[config.mk]
export PLATFORM = sky130hd
export DESIGN_NAME = hazard_scoreboard_unit_flat
export DESIGN_NICKNAME = d
export VERILOG_FILES = /design/src/rtl/hazard_pkg.sv /design/src/rtl/hazard_scoreboard_unit_if.sv /design/src/rtl/hazard_scoreboard.sv /design/src/rtl/hazard_scoreboard_unit.sv /design/src/flat_wrapper.sv
export SDC_FILE = /design/constraint.sdc
export NUM_CORES = 1
export LEC_CHECK = 0
export ABC_AREA = 0
export CAP_MARGIN = 20
export CELL_PAD_IN_SITES_DETAIL_PLACEMENT = 1
export CELL_PAD_IN_SITES_GLOBAL_PLACEMENT = 1
export CORE_UTILIZATION = 46
export CTS_CLUSTER_SIZE = 10
export DETAILED_ROUTE_END_ITERATION = 12
export GPL_ROUTABILITY_DRIVEN = 0
export PLACE_DENSITY_LB_ADDON = 0.1
export SLEW_MARGIN = 20
export SYNTH_ARGS = -nofsm -noshare
export SYNTH_HDL_FRONTEND = slang
export SYNTH_SLANG_ARGS = --single-unit
[constraint.sdc]
create_clock -name i_clk -period 4.5 [get_ports i_clk]
set_input_delay 0.9 -clock i_clk [delete_from_list [all_inputs] [get_ports i_clk]]
set_output_delay 0.9 -clock i_clk [all_outputs]
set_load 0.05 [all_outputs]
[src/rtl/hazard_pkg.sv]
// Shared types and defaults for the ID-stage hazard unit and its scoreboard.
package hazard_pkg;

  localparam int unsigned NUM_REGS_DEF    = 32;
  localparam int unsigned CNT_W_DEF       = 2;
  localparam int unsigned FLUSH_DEPTH_DEF = 2;
  localparam int unsigned REG_AW          = $clog2(NUM_REGS_DEF);

  typedef logic [REG_AW-1:0]    reg_addr_t;
  typedef logic [CNT_W_DEF-1:0] sb_cnt_t;

  localparam reg_addr_t REG_ZERO = '0;

endpackage

[src/rtl/hazard_scoreboard_unit_if.sv]
// ID/EX/WB hazard inputs and IF/ID control outputs of the hazard unit.
interface hazard_scoreboard_unit_if #(
  parameter int unsigned NUM_REGS = 32
);
  localparam int unsigned AW = $clog2(NUM_REGS);

  logic          i_id_valid;
  logic [AW-1:0] i_id_rs1;
  logic [AW-1:0] i_id_rs2;
  logic          i_id_uses_rs1;
  logic          i_id_uses_rs2;
  logic [AW-1:0] i_id_rd;
  logic          i_id_writes_rd;
  logic          i_id_long_lat;
  logic          i_ex_valid;
  logic [AW-1:0] i_ex_rd;
  logic          i_ex_is_load;
  logic          i_wb_valid;
  logic [AW-1:0] i_wb_rd;
  logic          i_wb_long_lat;
  logic          i_branch_taken;
  logic          i_jump_taken;
  logic          o_stall;
  logic          o_flush;
  logic [NUM_REGS-1:0] o_pending;
  logic          o_busy;
  logic          o_sb_err;

  modport master (
    output i_id_valid, i_id_rs1, i_id_rs2, i_id_uses_rs1, i_id_uses_rs2,
           i_id_rd, i_id_writes_rd, i_id_long_lat, i_ex_valid, i_ex_rd,
           i_ex_is_load, i_wb_valid, i_wb_rd, i_wb_long_lat,
           i_branch_taken, i_jump_taken,
    input  o_stall, o_flush, o_pending, o_busy, o_sb_err
  );

  modport slave (
    input  i_id_valid, i_id_rs1, i_id_rs2, i_id_uses_rs1, i_id_uses_rs2,
           i_id_rd, i_id_writes_rd, i_id_long_lat, i_ex_valid, i_ex_rd,
           i_ex_is_load, i_wb_valid, i_wb_rd, i_wb_long_lat,
           i_branch_taken, i_jump_taken,
    output o_stall, o_flush, o_pending, o_busy, o_sb_err
  );

endinterface

[src/rtl/hazard_scoreboard.sv]
// Per-register outstanding long-latency write counters with zero/one/max queries.
module hazard_scoreboard
  import hazard_pkg::*;
#(
  parameter int unsigned NUM_REGS = NUM_REGS_DEF,
  parameter int unsigned CNT_W    = CNT_W_DEF
) (
  input  logic                i_clk,
  input  logic                i_rst_n,
  input  logic [NUM_REGS-1:0] i_inc,
  input  logic [NUM_REGS-1:0] i_dec,
  output logic [NUM_REGS-1:0] o_is_zero,
  output logic [NUM_REGS-1:0] o_is_one,
  output logic [NUM_REGS-1:0] o_is_max,
  output logic                o_sb_err
);

  localparam logic [CNT_W-1:0] CNT_ONE = CNT_W'(1);
  localparam logic [CNT_W-1:0] CNT_MAX = '1;

  logic [CNT_W-1:0] cnt_q [NUM_REGS];
  logic [CNT_W-1:0] cnt_d [NUM_REGS];
  logic             sb_err_q, sb_err_d;

  always_comb begin
    sb_err_d = sb_err_q;
    for (int unsigned r = 0; r < NUM_REGS; r++) begin
      cnt_d[r] = cnt_q[r];
      if (r == 0) begin
        cnt_d[r] = '0;
      end else if (i_inc[r] && !i_dec[r]) begin
        if (cnt_q[r] != CNT_MAX) cnt_d[r] = cnt_q[r] + CNT_ONE;
      end else if (!i_inc[r] && i_dec[r]) begin
        // Retiring something never issued: hold at zero and latch the error.
        if (cnt_q[r] == '0) sb_err_d = 1'b1;
        else                cnt_d[r] = cnt_q[r] - CNT_ONE;
      end
    end
  end

  always_ff @(posedge i_clk or negedge i_rst_n) begin
    if (!i_rst_n) begin
      for (int unsigned r = 0; r < NUM_REGS; r++) cnt_q[r] <= '0;
      sb_err_q <= 1'b0;
    end else begin
      cnt_q    <= cnt_d;
      sb_err_q <= sb_err_d;
    end
  end

  always_comb begin
    for (int unsigned r = 0; r < NUM_REGS; r++) begin
      o_is_zero[r] = (cnt_q[r] == '0);
      o_is_one[r]  = (cnt_q[r] == CNT_ONE);
      o_is_max[r]  = (cnt_q[r] == CNT_MAX);
    end
  end

  assign o_sb_err = sb_err_q;

endmodule

[src/rtl/hazard_scoreboard_unit.sv]
// ID-stage hazard unit: load-use interlock, long-latency scoreboard and multi-cycle redirect flush.
module hazard_scoreboard_unit
  import hazard_pkg::*;
#(
  parameter int unsigned NUM_REGS    = NUM_REGS_DEF,
  parameter int unsigned CNT_W       = CNT_W_DEF,
  parameter int unsigned FLUSH_DEPTH = FLUSH_DEPTH_DEF
) (
  input logic                     i_clk,
  input logic                     i_rst_n,
  hazard_scoreboard_unit_if.slave bus
);

  localparam int unsigned AW   = $clog2(NUM_REGS);
  localparam int unsigned FC_W = (FLUSH_DEPTH > 1) ? $clog2(FLUSH_DEPTH) : 1;
  localparam logic [AW-1:0] RZ = AW'(REG_ZERO);

  logic                active_q, active_d;
  logic [FC_W-1:0]     flush_cnt_q, flush_cnt_d;
  logic [NUM_REGS-1:0] inc, dec, is_zero, is_one, is_max;
  logic                sb_err;
  logic                redirect, flush, stall, issue;
  logic                load_use, raw1, raw2, waw, ovf;

  always_comb begin
    // active_q masks every control for the first cycle after reset release.
    active_d = 1'b1;
    redirect = active_q & (bus.i_branch_taken | bus.i_jump_taken);
    flush    = active_q & (redirect | (flush_cnt_q != '0));

    flush_cnt_d = flush_cnt_q;
    if (redirect)                flush_cnt_d = FC_W'(FLUSH_DEPTH - 1);
    else if (flush_cnt_q != '0)  flush_cnt_d = flush_cnt_q - FC_W'(1);

    for (int unsigned r = 0; r < NUM_REGS; r++)
      dec[r] = bus.i_wb_valid & bus.i_wb_long_lat & (bus.i_wb_rd == AW'(r)) & (AW'(r) != RZ);

    load_use = bus.i_ex_valid & bus.i_ex_is_load & (bus.i_ex_rd != RZ) &
               ((bus.i_id_uses_rs1 & (bus.i_id_rs1 == bus.i_ex_rd)) |
                (bus.i_id_uses_rs2 & (bus.i_id_rs2 == bus.i_ex_rd)));
    // A last outstanding write retiring this cycle is forwarded from WB.
    raw1 = bus.i_id_uses_rs1 & (bus.i_id_rs1 != RZ) & ~is_zero[bus.i_id_rs1] &
           ~(is_one[bus.i_id_rs1] & dec[bus.i_id_rs1]);
    raw2 = bus.i_id_uses_rs2 & (bus.i_id_rs2 != RZ) & ~is_zero[bus.i_id_rs2] &
           ~(is_one[bus.i_id_rs2] & dec[bus.i_id_rs2]);
    waw  = bus.i_id_writes_rd & (bus.i_id_rd != RZ) & ~is_zero[bus.i_id_rd] & ~bus.i_id_long_lat;
    ovf  = bus.i_id_long_lat & bus.i_id_writes_rd & (bus.i_id_rd != RZ) &
           is_max[bus.i_id_rd] & ~dec[bus.i_id_rd];

    stall = active_q & bus.i_id_valid & ~flush & (load_use | raw1 | raw2 | waw | ovf);
    issue = active_q & bus.i_id_valid & ~stall & ~flush;

    for (int unsigned r = 0; r < NUM_REGS; r++)
      inc[r] = issue & bus.i_id_long_lat & bus.i_id_writes_rd &
               (bus.i_id_rd == AW'(r)) & (AW'(r) != RZ);
  end

  always_ff @(posedge i_clk or negedge i_rst_n) begin
    if (!i_rst_n) begin
      active_q    <= 1'b0;
      flush_cnt_q <= '0;
    end else begin
      active_q    <= active_d;
      flush_cnt_q <= flush_cnt_d;
    end
  end

  hazard_scoreboard #(
    .NUM_REGS (NUM_REGS),
    .CNT_W    (CNT_W)
  ) u_sb (
    .i_clk     (i_clk),
    .i_rst_n   (i_rst_n),
    .i_inc     (inc),
    .i_dec     (dec),
    .o_is_zero (is_zero),
    .o_is_one  (is_one),
    .o_is_max  (is_max),
    .o_sb_err  (sb_err)
  );

  assign bus.o_stall   = stall;
  assign bus.o_flush   = flush;
  assign bus.o_pending = ~is_zero;
  assign bus.o_busy    = |(~is_zero);
  assign bus.o_sb_err  = sb_err;

endmodule

[src/flat_wrapper.sv]
// flat-port wrapper written by rule: the top's interface ports become plain ports
module hazard_scoreboard_unit_flat import hazard_pkg::*;
#(
  parameter int unsigned NUM_REGS    = NUM_REGS_DEF,
  parameter int unsigned CNT_W       = CNT_W_DEF,
  parameter int unsigned FLUSH_DEPTH = FLUSH_DEPTH_DEF
)
  (i_clk, i_rst_n, bus_i_id_valid, bus_i_id_rs1, bus_i_id_rs2, bus_i_id_uses_rs1, bus_i_id_uses_rs2, bus_i_id_rd, bus_i_id_writes_rd, bus_i_id_long_lat, bus_i_ex_valid, bus_i_ex_rd, bus_i_ex_is_load, bus_i_wb_valid, bus_i_wb_rd, bus_i_wb_long_lat, bus_i_branch_taken, bus_i_jump_taken, bus_o_stall, bus_o_flush, bus_o_pending, bus_o_busy, bus_o_sb_err);
  hazard_scoreboard_unit_if #(.NUM_REGS(NUM_REGS)) bus_i ();
  input logic i_clk;
  input logic i_rst_n;
  input wire logic [$bits(bus_i.i_id_valid)-1:0] bus_i_id_valid;
  input wire logic [$bits(bus_i.i_id_rs1)-1:0] bus_i_id_rs1;
  input wire logic [$bits(bus_i.i_id_rs2)-1:0] bus_i_id_rs2;
  input wire logic [$bits(bus_i.i_id_uses_rs1)-1:0] bus_i_id_uses_rs1;
  input wire logic [$bits(bus_i.i_id_uses_rs2)-1:0] bus_i_id_uses_rs2;
  input wire logic [$bits(bus_i.i_id_rd)-1:0] bus_i_id_rd;
  input wire logic [$bits(bus_i.i_id_writes_rd)-1:0] bus_i_id_writes_rd;
  input wire logic [$bits(bus_i.i_id_long_lat)-1:0] bus_i_id_long_lat;
  input wire logic [$bits(bus_i.i_ex_valid)-1:0] bus_i_ex_valid;
  input wire logic [$bits(bus_i.i_ex_rd)-1:0] bus_i_ex_rd;
  input wire logic [$bits(bus_i.i_ex_is_load)-1:0] bus_i_ex_is_load;
  input wire logic [$bits(bus_i.i_wb_valid)-1:0] bus_i_wb_valid;
  input wire logic [$bits(bus_i.i_wb_rd)-1:0] bus_i_wb_rd;
  input wire logic [$bits(bus_i.i_wb_long_lat)-1:0] bus_i_wb_long_lat;
  input wire logic [$bits(bus_i.i_branch_taken)-1:0] bus_i_branch_taken;
  input wire logic [$bits(bus_i.i_jump_taken)-1:0] bus_i_jump_taken;
  output wire logic [$bits(bus_i.o_stall)-1:0] bus_o_stall;
  output wire logic [$bits(bus_i.o_flush)-1:0] bus_o_flush;
  output wire logic [$bits(bus_i.o_pending)-1:0] bus_o_pending;
  output wire logic [$bits(bus_i.o_busy)-1:0] bus_o_busy;
  output wire logic [$bits(bus_i.o_sb_err)-1:0] bus_o_sb_err;
  assign bus_i.i_id_valid = bus_i_id_valid;
  assign bus_i.i_id_rs1 = bus_i_id_rs1;
  assign bus_i.i_id_rs2 = bus_i_id_rs2;
  assign bus_i.i_id_uses_rs1 = bus_i_id_uses_rs1;
  assign bus_i.i_id_uses_rs2 = bus_i_id_uses_rs2;
  assign bus_i.i_id_rd = bus_i_id_rd;
  assign bus_i.i_id_writes_rd = bus_i_id_writes_rd;
  assign bus_i.i_id_long_lat = bus_i_id_long_lat;
  assign bus_i.i_ex_valid = bus_i_ex_valid;
  assign bus_i.i_ex_rd = bus_i_ex_rd;
  assign bus_i.i_ex_is_load = bus_i_ex_is_load;
  assign bus_i.i_wb_valid = bus_i_wb_valid;
  assign bus_i.i_wb_rd = bus_i_wb_rd;
  assign bus_i.i_wb_long_lat = bus_i_wb_long_lat;
  assign bus_i.i_branch_taken = bus_i_branch_taken;
  assign bus_i.i_jump_taken = bus_i_jump_taken;
  assign bus_o_stall = bus_i.o_stall;
  assign bus_o_flush = bus_i.o_flush;
  assign bus_o_pending = bus_i.o_pending;
  assign bus_o_busy = bus_i.o_busy;
  assign bus_o_sb_err = bus_i.o_sb_err;
  hazard_scoreboard_unit #(.NUM_REGS(NUM_REGS), .CNT_W(CNT_W), .FLUSH_DEPTH(FLUSH_DEPTH)) u_core (.i_clk(i_clk), .i_rst_n(i_rst_n), .bus(bus_i));
endmodule
==> results.json, run 1 <==
{
  "yosysTopAreaCellShare_pct": 20.94,
  "yosysTopAreaCell": "ha_1",
  "utilization_pct": 67.58,
  "maxSlewViolCount": 2,
  "drtPass1Iterations": 6,
  "fp-row-count": 51,
  "worstHoldPathType": "reg -> reg",
  "synthToLayoutAreaGrowth_pct": 42.93,
  "placed_cells": 1577,
  "synth.ff_latch_count": 65,
  "clk_latency_ns": 0.38,
  "syn_area_sq_mm": 0.009263,
  "dp_hpwl_mm": 29.71,
  "io_buffers": 72,
  "syn_nets": 1275,
  "syn_inst": 1082,
  "violations": "max-capacitance violations, max-slew violations, negative setup slack",
  "p_per_area_mw_per_mm2": 385.3,
  "ir_drop_mv": 0.2262,
  "path_max_fanout": 8,
  "cts_buffers": 9,
  "fillers": 2235,
  "hold_buffers": 0,
  "status": "complete, but fails checks",
  "cts_tree": "built",
  "finalNonFillerCells": 1646,
  "timing.final.ws_setup_ns": -1.413,
  "nets": 1567,
  "finalCritPeriodShare_pct": 131.4,
  "p_leak_nw": 5.846,
  "layout_commonest_cell": "buf_4",
  "grtUsageTotal_pct": 43.69,
  "drc": 0,
  "cts_sinks": 65,
  "postSynthAreaPerCell_sq_um": 8.561,
  "overflow": 0,
  "grt_first_pass_wirelength_mm": 65.95,
  "drt-initial-drc-count": 2208,
  "h-tree-depth": 3,
  "fin_worst_skew_ns": 0.01670,
  "grt_antenna_before_repair": 8,
  "cts.path.max_buffers": 2,
  "ys.flop_type": "dfrtp_1",
  "vias_per_cell": 7.360,
  "drt_wl_total_mm": 58.11,
  "ant_nets": 0,
  "worst_slew_pin_slew_ns": 1.611,
  "dieHeight_um": 143.9,
  "synth_edf_count": 0,
  "cp.arrival_ns": 6.16,
  "async_flop_share_pct": 100.0,
  "synth_warnings": 0,
  "die_area_sq_mm": 0.02071,
  "wl_per_cell_um": 35.30,
  "path_class": "in -> reg",
  "holdWs_ns": 0.5305,
  "min_period_ns": 5.913,
  "yosysSeqAreaShare_pct": 17.56,
  "place_area_sq_mm": 0.01165,
  "layout-drive-gt1-share_pct": 31.69,
  "relSlewSlack_pct": -8.208,
  "via_count": 12114,
  "layout_common_cells": "buf_4 (224), inv_1 (139), ha_1 (138)",
  "cts_root_buf": "clkbuf_16",
  "grt_max_degree": 66,
  "maxCapViolations": 1,
  "ioPinCount": 74,
  "core_sq_mm": 0.01959,
  "setup-tns-final_ns": -50.43,
  "grt_pass1_vias": 11179,
  "dp_slack_ns": -0.7722,
  "die_w_um": 143.9,
  "worstSetupStartpointType": "primary input",
  "p_total_mw": 5.101,
  "clkSlewWorstSetupHoldPaths_ns": 0.07,
  "initial_core_util_pct": 47.28,
  "fmax_ghz": 0.1691,
  "rsz0062_at_grt": "true",
  "design_area_sq_mm": 0.01324,
  "worstPathRequired_ns": 4.75,
  "hold_viol": 0,
  "setup_viol": 64,
  "endpoint_kind": "register",
  "synth_area_leaders": "ha_1 (21%), dfrtp_1 (18%), mux4_2 (8.3%)",
  "synth_cell_types": 77
}
==> cells by family after synthesis <==
family / after synthesis / share of synthesized area [%]
buffers and inverters: 190 / 8.915
other: 2 / 0.08108
xor gates and xnor gates: 49 / 4.633
adders and majority gates: 155 / 20.94
AOI/OAI and AO/OA: 234 / 17.64
and+or+nand+nor: 335 / 19.75
muxes: 52 / 10.48
DFF: 65 / 17.56
==> cell usage after synthesis (all sizes together) (25+ instances only) <==
library cell / number
a211oi: 40
a21o: 26
a21oi: 69
and3: 25
buf: 33
dfrtp: 65
ha: 155
inv: 140
mux4: 35
nand2: 37
nand3: 45
nor2: 79
nor3: 31
nor3b: 28
xnor2: 44
==> path summary, 6_finish.rpt <==
path | startpoint | endpoint | slack (ns) | depth (start not counted)
max in group asynchronous | i_rst_n | u_core.u_sb.cnt_q[28] | 3.12 | 2
hold / removal | u_core.active_q | u_core.flush_cnt_q | 0.53 | 1
hold reg to reg | u_core.active_q | u_core.flush_cnt_q | 0.53 | 1
setup reg to reg | u_core.flush_cnt_q | u_core.u_sb.o_sb_err | -0.75 | 14
setup / recovery | bus_i_jump_taken | u_core.u_sb.o_sb_err | -1.41 | 15
min in group asynchronous | i_rst_n | u_core.u_sb.cnt_q[35] | 0.75 | 2
==> what timing repair did <==
| item | in CTS | in global routing |
|---|---|---|
| pin swaps | 14 | 54 |
| setup endpoints to repair | 24 | 64 |
| gates cloned | 2 | 6 |
| setup buffers | 21 | 26 |
| gates resized for setup | 54 | 147 |
==> where the power goes <==
| part | internal [mW] | total, mW | switching [mW] | leakage (nW) |
|---|---|---|---|---|
| combinational | 1.21 | 3.19 | 1.97 | 4.98 |
| clock | 0.516 | 0.850 | 0.334 | 0.155 |
| sequential | 0.778 | 1.06 | 0.284 | 0.709 |
==> worst max-delay path, cell delays in order <==
cell	delay, ns
clkdlybuf4s50_1	0.43
nor3_1	0.29
nand3_1	0.41
nor3_1	1.35
o31ai_4	0.45
nor4_4	0.31
buf_6	0.20
buf_12	0.13
buf_4	0.16
and3_1	0.19
ha_1	0.22
inv_1	0.12
a31oi_2	0.25
nand4_1	0.20
or4_4	0.52
==> sequential cells by signal (all words and copies together) (netlist names) <==
name                  flops
u_core.u_sb.cnt_q        62
u_core.active_q           1
u_core.u_sb.o_sb_err      1
u_core.flush_cnt_q        1
==> layer usage <==
layer | GRT usage (%) | share of wire [%] | vias to the layer above
li1 | - | - | 4485
met1 | 48.38 | 33 | 5772
met2 | 69.44 | 41 | 1240
met3 | 15.89 | 15 | 597
met4 | 30.80 | 11 | 20
met5 | 0 | 0.46 | -
==> layout make-up <==
type	count	area, sq um	share of cell area [%]
multi-input combinational	827	7457	56.33
timing repair buffer	331	2962	22.37
sequential	65	1627	12.29
inverter	140	525.5	3.969
tap	265	331.6	2.504
clock buffer	12	256.5	1.937
clock inverter	4	75.07	0.5671
antenna	2	5.005	0.03780
Power figures use the tool's default switching activity.
==> inputs of run 2 (changes only) <==
- PLACE_DENSITY: default -> 0.84
- PLACE_DENSITY_LB_ADDON: 0.1 -> default
==> run 2 against run 1 <==
Effect of this change:
- area after synthesis unchanged
- the flow now stops in global routing
- synthesized cell count unchanged
==> results.json, run 2 <==
{
  "worstEpCategory": "sequential cell input",
  "cts_buffers": 9,
  "grtUsageTotal_pct": 72.67,
  "cts_sinks": 65,
  "die_w_um": 143.9,
  "grt_worst_setup_endpoint": "u_core.u_sb.o_sb_err$_DFF_PN0_/D",
  "syn_area_sq_mm": 0.009263,
  "h-tree-depth": 3,
  "async_flop_share_pct": 100.0,
  "cts_root_buf": "clkbuf_16",
  "fp-row-count": 51,
  "stop_stage": "global routing",
  "synth_area_leaders": "ha_1 (21%), dfrtp_1 (18%), mux4_2 (8.3%)",
  "yosysSeqAreaShare_pct": 17.56,
  "io_buffers": 72,
  "grt_max_degree": 39,
  "postSynthAreaPerCell_sq_um": 8.561,
  "yosysTopAreaCell": "ha_1",
  "ioPinCount": 74,
  "status": "did not finish",
  "yosysTopAreaCellShare_pct": 20.94,
  "yosysMostFrequentCell": "ha_1",
  "synth_cell_types": 77,
  "overflow": 12,
  "ys.flop_type": "dfrtp_1",
  "dieHeight_um": 143.9,
  "synth_warnings": 0,
  "syn_nets": 1275,
  "synth.ff_latch_count": 65,
  "cts.path.max_buffers": 2,
  "first-error": "[ERROR GRT-0232] Routing congestion too high. Check the congestion heatmap in the GUI.",
  "synth_commonest_cells": "ha_1 (155), inv_1 (140), nor2_1 (79), a21oi_1 (68), dfrtp_1 (65)",
  "dp_hpwl_mm": 32.74,
  "syn_inst": 1082,
  "initial_core_util_pct": 47.28,
  "synth_edf_count": 0
}
-- run 2: cell counts after synthesis --
Identical to the previous run, type by type.
-- run 2: what timing repair did --
action | 4_1_cts
gates resized for setup | 103
cloned | 4
hold buffers | 0
hold endpoints to repair | 0
pin swaps | 17
setup endpoints to repair | 49
setup buffers | 14
-- run 2: metrics by stage --
| stage | instances | setup WS [ns] | TNS (ns) | instance area, sq um |
|---|---|---|---|---|
| after floorplan | 1082 | 0.3084 | 0 | 9263 |
| after detailed placement | 1587 | -0.7365 | -23.74 | 11790 |
| after CTS | 1620 | 0.0007394 | 0 | 12590 |
| after global placement | 1587 | -0.4704 | -10.73 | 11790 |
-- run 2: per-layer routing --
metal	GRT usage (%)	GRT overflow
met1	73.41	0
met2	87.11	3
met3	58.61	0
met4	70.60	9
met5	36.34	0
-- run 2: logic make-up after synthesis --
| kind of cell | Yosys count | synth area share [%] |
|---|---|---|
| AO/OA/AOI/OAI | 234 | 17.64 |
| other | 2 | 0.08108 |
| flip-flops | 65 | 17.56 |
| buffers and inverters | 190 | 8.915 |
| multiplexers | 52 | 10.48 |
| XOR/XNOR | 49 | 4.633 |
| AND/OR/NAND/NOR | 335 | 19.75 |
| adder cells (fa/ha/maj) | 155 | 20.94 |
==> inputs of run 3 (changes only) <==
- CELL_PAD_IN_SITES_DETAIL_PLACEMENT: 1 -> default
- CELL_PAD_IN_SITES_GLOBAL_PLACEMENT: 1 -> default
- CORE_UTILIZATION: 46 -> 35
- CTS_CLUSTER_SIZE: 10 -> default
- PLACE_DENSITY: 0.84 -> default
- PLACE_DENSITY_LB_ADDON: default -> 0.15
==> run 3 against run 2 <==
Effect of this change:
- the run now ends clean
==> results.json, run 3 (synthesis results as in run 1) <==
{
  "status": "completed",
  "p_leak_nw": 5.746,
  "maxSlewViolCount": 0,
  "r2r-start": "u_core.u_sb.cnt_q[12]",
  "largest_register_ffs": 62,
  "clkSlewWorstSetupHoldPaths_ns": 0.06,
  "cp.buffers_inverters": 7,
  "relSlewSlack_pct": 34.84,
  "startpoint": "bus_i_id_rs1[2]",
  "worstHoldPathType": "reg -> reg",
  "path_class": "in -> reg",
  "max_stage_delay_ns": 0.55,
  "ioPinCount": 74,
  "layout_commonest_cell": "buf_4",
  "grtUsageTotal_pct": 26.51,
  "hold_viol": 0,
  "grt_max_degree": 66,
  "layout_common_cells": "buf_4 (230), ha_1 (142), inv_1 (140)",
  "drt-initial-drc-count": 893,
  "clk_latency_ns": 0.36,
  "die_area_sq_mm": 0.02712,
  "diodes": 0,
  "cts_tree": "built",
  "ir_drop_mv": 0.1804,
  "switching_share_pct": 46.35,
  "largest_register": "u_core.u_sb.cnt_q",
  "worst_slew_pin_slew_ns": 0.9774,
  "p_per_area_mw_per_mm2": 331.8,
  "cp_cell_sequence": "clkdlybuf4s50_1 -> buf_12 -> buf_4 -> nand4b_1 -> a2111oi_0 -> or2_2 -> o31ai_2 -> nor4_4 -> buf_6 -> buf_12 -> buf_16 -> and3_4 -> ha_4 -> nor2_1 -> a22oi_2 -> buf_4 -> o211ai_1 -> or4_1",
  "initial_core_util_pct": 35.65,
  "cts_root_buf": "clkbuf_16",
  "grt_pass1_vias": 9119,
  "cp.arrival_ns": 4.62,
  "setup_viol": 0,
  "io_buffers": 72,
  "cts_sinks": 65,
  "synthToLayoutAreaGrowth_pct": 41.73,
  "routed.top_layer": "met5",
  "min_period_ns": 4.395,
  "cts.path.max_buffers": 2,
  "power_switching_mw": 2.019,
  "via_count": 9519,
  "worstPathRequired_ns": 4.73,
  "cts_buffers": 9,
  "h-tree-depth": 3,
  "dp_hpwl_mm": 27.80,
  "endpoint_kind": "register",
  "vias_per_cell": 5.550,
  "drtPass1Iterations": 7,
  "wl_met2_mm": 16.07,
  "drt_wl_total_mm": 35.66,
  "drc": 0,
  "crit_slowest_cell": "or4_1",
  "met1_length_mm": 15.97,
  "finalCritPeriodShare_pct": 97.67,
  "grt_antenna_before_repair": 2,
  "wl_met3_mm": 2.370,
  "core_sq_mm": 0.02598,
  "ant_nets": 0,
  "worstSetupStartpointType": "primary input",
  "path_max_fanout": 12,
  "grt_first_pass_wirelength_mm": 53.16,
  "p_total_mw": 4.355,
  "fin_worst_skew_ns": 0.01153,
  "p_int_mw": 2.337,
  "fp-row-count": 59,
  "holdCritStartpoint": "u_core.active_q",
  "p_comb_share_pct": 60.9,
  "maxCapViolations": 0,
  "fmax_ghz": 0.2275,
  "wl_per_cell_um": 20.79,
  "layout-drive-gt1-share_pct": 30.87,
  "die_w_um": 164.7,
  "critPathTopFamily": "simple AND/OR/NAND/NOR gates",
  "overflow": 0,
  "utilization_pct": 50.52,
  "nets": 1572,
  "p_seq_share_pct": 23.0,
  "dieHeight_um": 164.7,
  "clkPwrFrac_pct": 16.0
}
## run 3: metrics by stage
step	area (sq um)	setup TNS (ns)	std cells	setup WS [ns]	hold slack (ns)
finish	13130	0	1715	0.1048	0.5103
global route	13130	-0.01300	1715	-0.01300	0.5476
CTS	12690	0	1703	0.01415	0.5215
detailed placement	11850	-20.37	1658	-0.6338	0.5074
global placement	11850	-20.91	1658	-0.6406	0.5014
floorplan	9263	0	1082	0.3084	0.4716
## run 3: worst paths after layout
check                                        end  slack (ns)  depth (start not counted)
max                         u_core.u_sb.o_sb_err        0.10                         18
min                           u_core.flush_cnt_q        0.51                          1
max reg2reg                 u_core.u_sb.o_sb_err        0.19                         18
min reg2reg                   u_core.flush_cnt_q        0.51                          1
max in group asynchronous  u_core.u_sb.cnt_q[45]        3.17                          1
min in group asynchronous  u_core.u_sb.cnt_q[60]        0.70                          1
## run 3: what timing repair did
action,4_1_cts,5_1_grt
hold buffers,0,0
pin swaps,28,45
endpoints found under the setup margin,25,2
setup buffers,32,12
resized for setup,95,86
gates cloned,2,0
## run 3: power by group through the flow
stage | registers (mW) | clock network (mW) | logic (mW)
detailed placement | 1.01 | 0 | 2.52
CTS | 1.00 | 0.714 | 2.58
global placement | 1.00 | 0 | 2.51
finish | 1.00 | 0.698 | 2.65
floorplan | 0.967 | 0 | 1.63
global route | 1.03 | 0.730 | 2.86
## run 3: routing by layer
layer | track usage [%] | vias up
li1 | - | 4493
met2 | 42.06 | 358
met1 | 36.16 | 4589
met3 | 3.817 | 77
met4 | 10.22 | 2
met5 | 0 | -
## run 3: layout make-up
cell class              instances  area, sq um
inverters                     140        525.5
clock buffers                  11        252.7
flip-flops and latches         65         1627
fillers                      2458        12860
well taps                     335        419.2
clock inverters                 1        5.005
multi-input cells             827         7335
repair buffers                336         2964
## run 3: worst reg2reg max path, cell delays in order (launching register included)
cell and delay (ns):
dfrtp_1 0.40, inv_1 0.10, ha_1 0.44, mux4_2 0.31, mux2_2 0.23, a41oi_2 0.06, a22o_1 0.24, a211o_4 0.35
nor4_4 0.31, buf_6 0.16, buf_12 0.11, buf_16 0.11, and3_4 0.19, ha_4 0.12, nor2_1 0.05, a22oi_2 0.20
buf_4 0.15, o211ai_1 0.11, or4_1 0.55
==> inputs of run 4 (changes only) <==
- MAX_ROUTING_LAYER: default -> met4
==> run 4 against run 3 <==
Effect of this change:
- combinational power barely moved
- maximum frequency is 0.22% higher
- critical path type unchanged
- sequential cell count stayed put
- first-iteration DRC count decreased by 6.7%
- hold slack is essentially flat
- largest cell class unchanged
==> results.json, run 4 (synthesis results as in run 1) <==
{
  "relSlewSlack_pct": 35.71,
  "largest_register": "u_core.u_sb.cnt_q",
  "fp-row-count": 59,
  "min_period_ns": 4.386,
  "setup_viol": 0,
  "regArea_sq_mm": 0.001627,
  "worst-r2r-setup-slack_ns": 0.20,
  "cts.path.max_buffers": 2,
  "io_buffers": 72,
  "clk_latency_ns": 0.36,
  "grt_pass1_vias": 9092,
  "path_max_fanout": 8,
  "path_class": "in -> reg",
  "p_total_mw": 4.358,
  "worstPathRequired_ns": 4.73,
  "cts_buffers": 9,
  "overflow": 0,
  "cts_tree": "built",
  "rr_worst_depth": 18,
  "hold_viol": 0,
  "status": "completed",
  "diodes": 0,
  "die_area_sq_mm": 0.02712,
  "endpoint_kind": "register",
  "drc": 0,
  "ir_drop_mv": 0.1805,
  "worstSetupStartpointType": "primary input",
  "multiInputGateArea_sq_mm": 0.007362,
  "grt_max_degree": 66,
  "grt_first_pass_wirelength_mm": 53.09,
  "drt_wl_total_mm": 35.57,
  "p_per_area_mw_per_mm2": 331.5,
  "switching_share_pct": 46.38,
  "layout-drive-gt1-share_pct": 31.18,
  "h-tree-depth": 3,
  "clkPwrFrac_pct": 16.0,
  "maxSlewViolCount": 0,
  "via_count": 9501,
  "fmax_ghz": 0.2280,
  "holdWs_ns": 0.5102,
  "die_w_um": 164.7,
  "core_sq_mm": 0.02598,
  "nets": 1571,
  "layout_common_cells": "buf_4 (229), inv_1 (140), ha_1 (140)",
  "drt-initial-drc-count": 833,
  "cp.arrival_ns": 4.62,
  "drtPass1Iterations": 8,
  "fin_worst_skew_ns": 0.009431,
  "p_int_mw": 2.337,
  "maxCapViolations": 0,
  "grt_antenna_before_repair": 1,
  "p_leak_nw": 5.739,
  "hold_buffers": 0,
  "dp_hpwl_mm": 27.80,
  "largest_register_ffs": 62,
  "worstHoldPathType": "reg -> reg",
  "layout_commonest_cell": "buf_4",
  "cts_root_buf": "clkbuf_16",
  "hold_depth": 1,
  "placed_cells": 1658,
  "p_seq_share_pct": 23.0,
  "worst_slew_pin_slew_ns": 0.9643,
  "ant_nets": 0,
  "synthToLayoutAreaGrowth_pct": 41.94,
  "ioPinCount": 74,
  "p_comb_share_pct": 61.0,
  "power_switching_mw": 2.022,
  "finalNonFillerCells": 1714,
  "vias_per_cell": 5.543,
  "clkSlewWorstSetupHoldPaths_ns": 0.06,
  "finalCritPeriodShare_pct": 97.46,
  "grtUsageTotal_pct": 27.29,
  "fillers": 2462,
  "wl_per_cell_um": 20.75,
  "cts_sinks": 65,
  "dieHeight_um": 164.7,
  "initial_core_util_pct": 35.65
}
[run 4: cell count changes in the layout (fill, tap and decap cells not counted)]
cell and change:
ha_1 -2, and3_1 -1, and3_4 +1, buf_4 -1, ha_2 +1, ha_4 +1
nand3_1 -1, nand3_2 +1, nor2_1 -1, nor2_2 +1
[run 4: per-layer routing]
layer | share of wire, % | track usage (%)
met1 | 45 | 36.26
met2 | 46 | 42.38
met3 | 6.0 | 3.189
met4 | 3.1 | 10.38
met5 | 0 | -
[run 4: power groups by stage]
stage	clock network (mW)	logic [mW]	registers, mW
3_3_place_gp	0	2.51	1.00
3_5_place_dp	0	2.52	1.01
4_1_cts	0.714	2.58	1.00
6_report	0.698	2.66	1.00
2_1_floorplan	0	1.63	0.967
5_1_grt	0.727	2.86	1.03
[run 4: repair_timing]
item	CTS	global route
pin swaps	28	49
gates resized for setup	95	92
buffers inserted	32	11
gates cloned	2	0
endpoints found under the setup margin	25	2
[run 4: through the flow]
step	TNS [ns]	utilization (%)	setup WS [ns]	area, sq um
after detailed placement	-20.37	45.60	-0.6338	11850
after CTS	0	48.85	0.01415	12690
after global routing	-0.006601	50.60	-0.006601	13150
final	0	50.60	0.1144	13150
after floorplan	0	-	0.3084	9263
after global placement	-20.91	45.60	-0.6406	11850
[run 4: cell type report]
type | instances | share of cell area [%]
clock buffer | 11 | 1.922
clock inverter | 1 | 0.03807
inverter | 140 | 3.997
multi-input combinational | 827 | 56.00
sequential | 65 | 12.37
tap | 335 | 3.188
timing repair buffer | 335 | 22.49
[run 4: path summary, 6_finish.rpt]
path                                  startpoint                     to
max                               bus_i_wb_rd[0]   u_core.u_sb.o_sb_err
min                              u_core.active_q     u_core.flush_cnt_q
max reg2reg                u_core.u_sb.cnt_q[12]   u_core.u_sb.o_sb_err
min reg2reg                      u_core.active_q     u_core.flush_cnt_q
max in group asynchronous                i_rst_n  u_core.u_sb.cnt_q[44]
min in group asynchronous                i_rst_n  u_core.u_sb.cnt_q[54]
[run 4: worst max-delay path, stage by stage]
cell	delay (ns)
clkdlybuf4s15_1	0.18
buf_6	0.15
xor2_4	0.18
or4b_4	0.55
a21boi_2	0.18
nor4_2	0.06
a211o_4	0.36
buf_6	0.13
nor4_4	0.35
buf_6	0.17
buf_12	0.11
and3_4	0.20
ha_4	0.14
nor2_2	0.04
a22oi_2	0.22
nand2_2	0.10
nand4b_1	0.18
or4_1	0.41
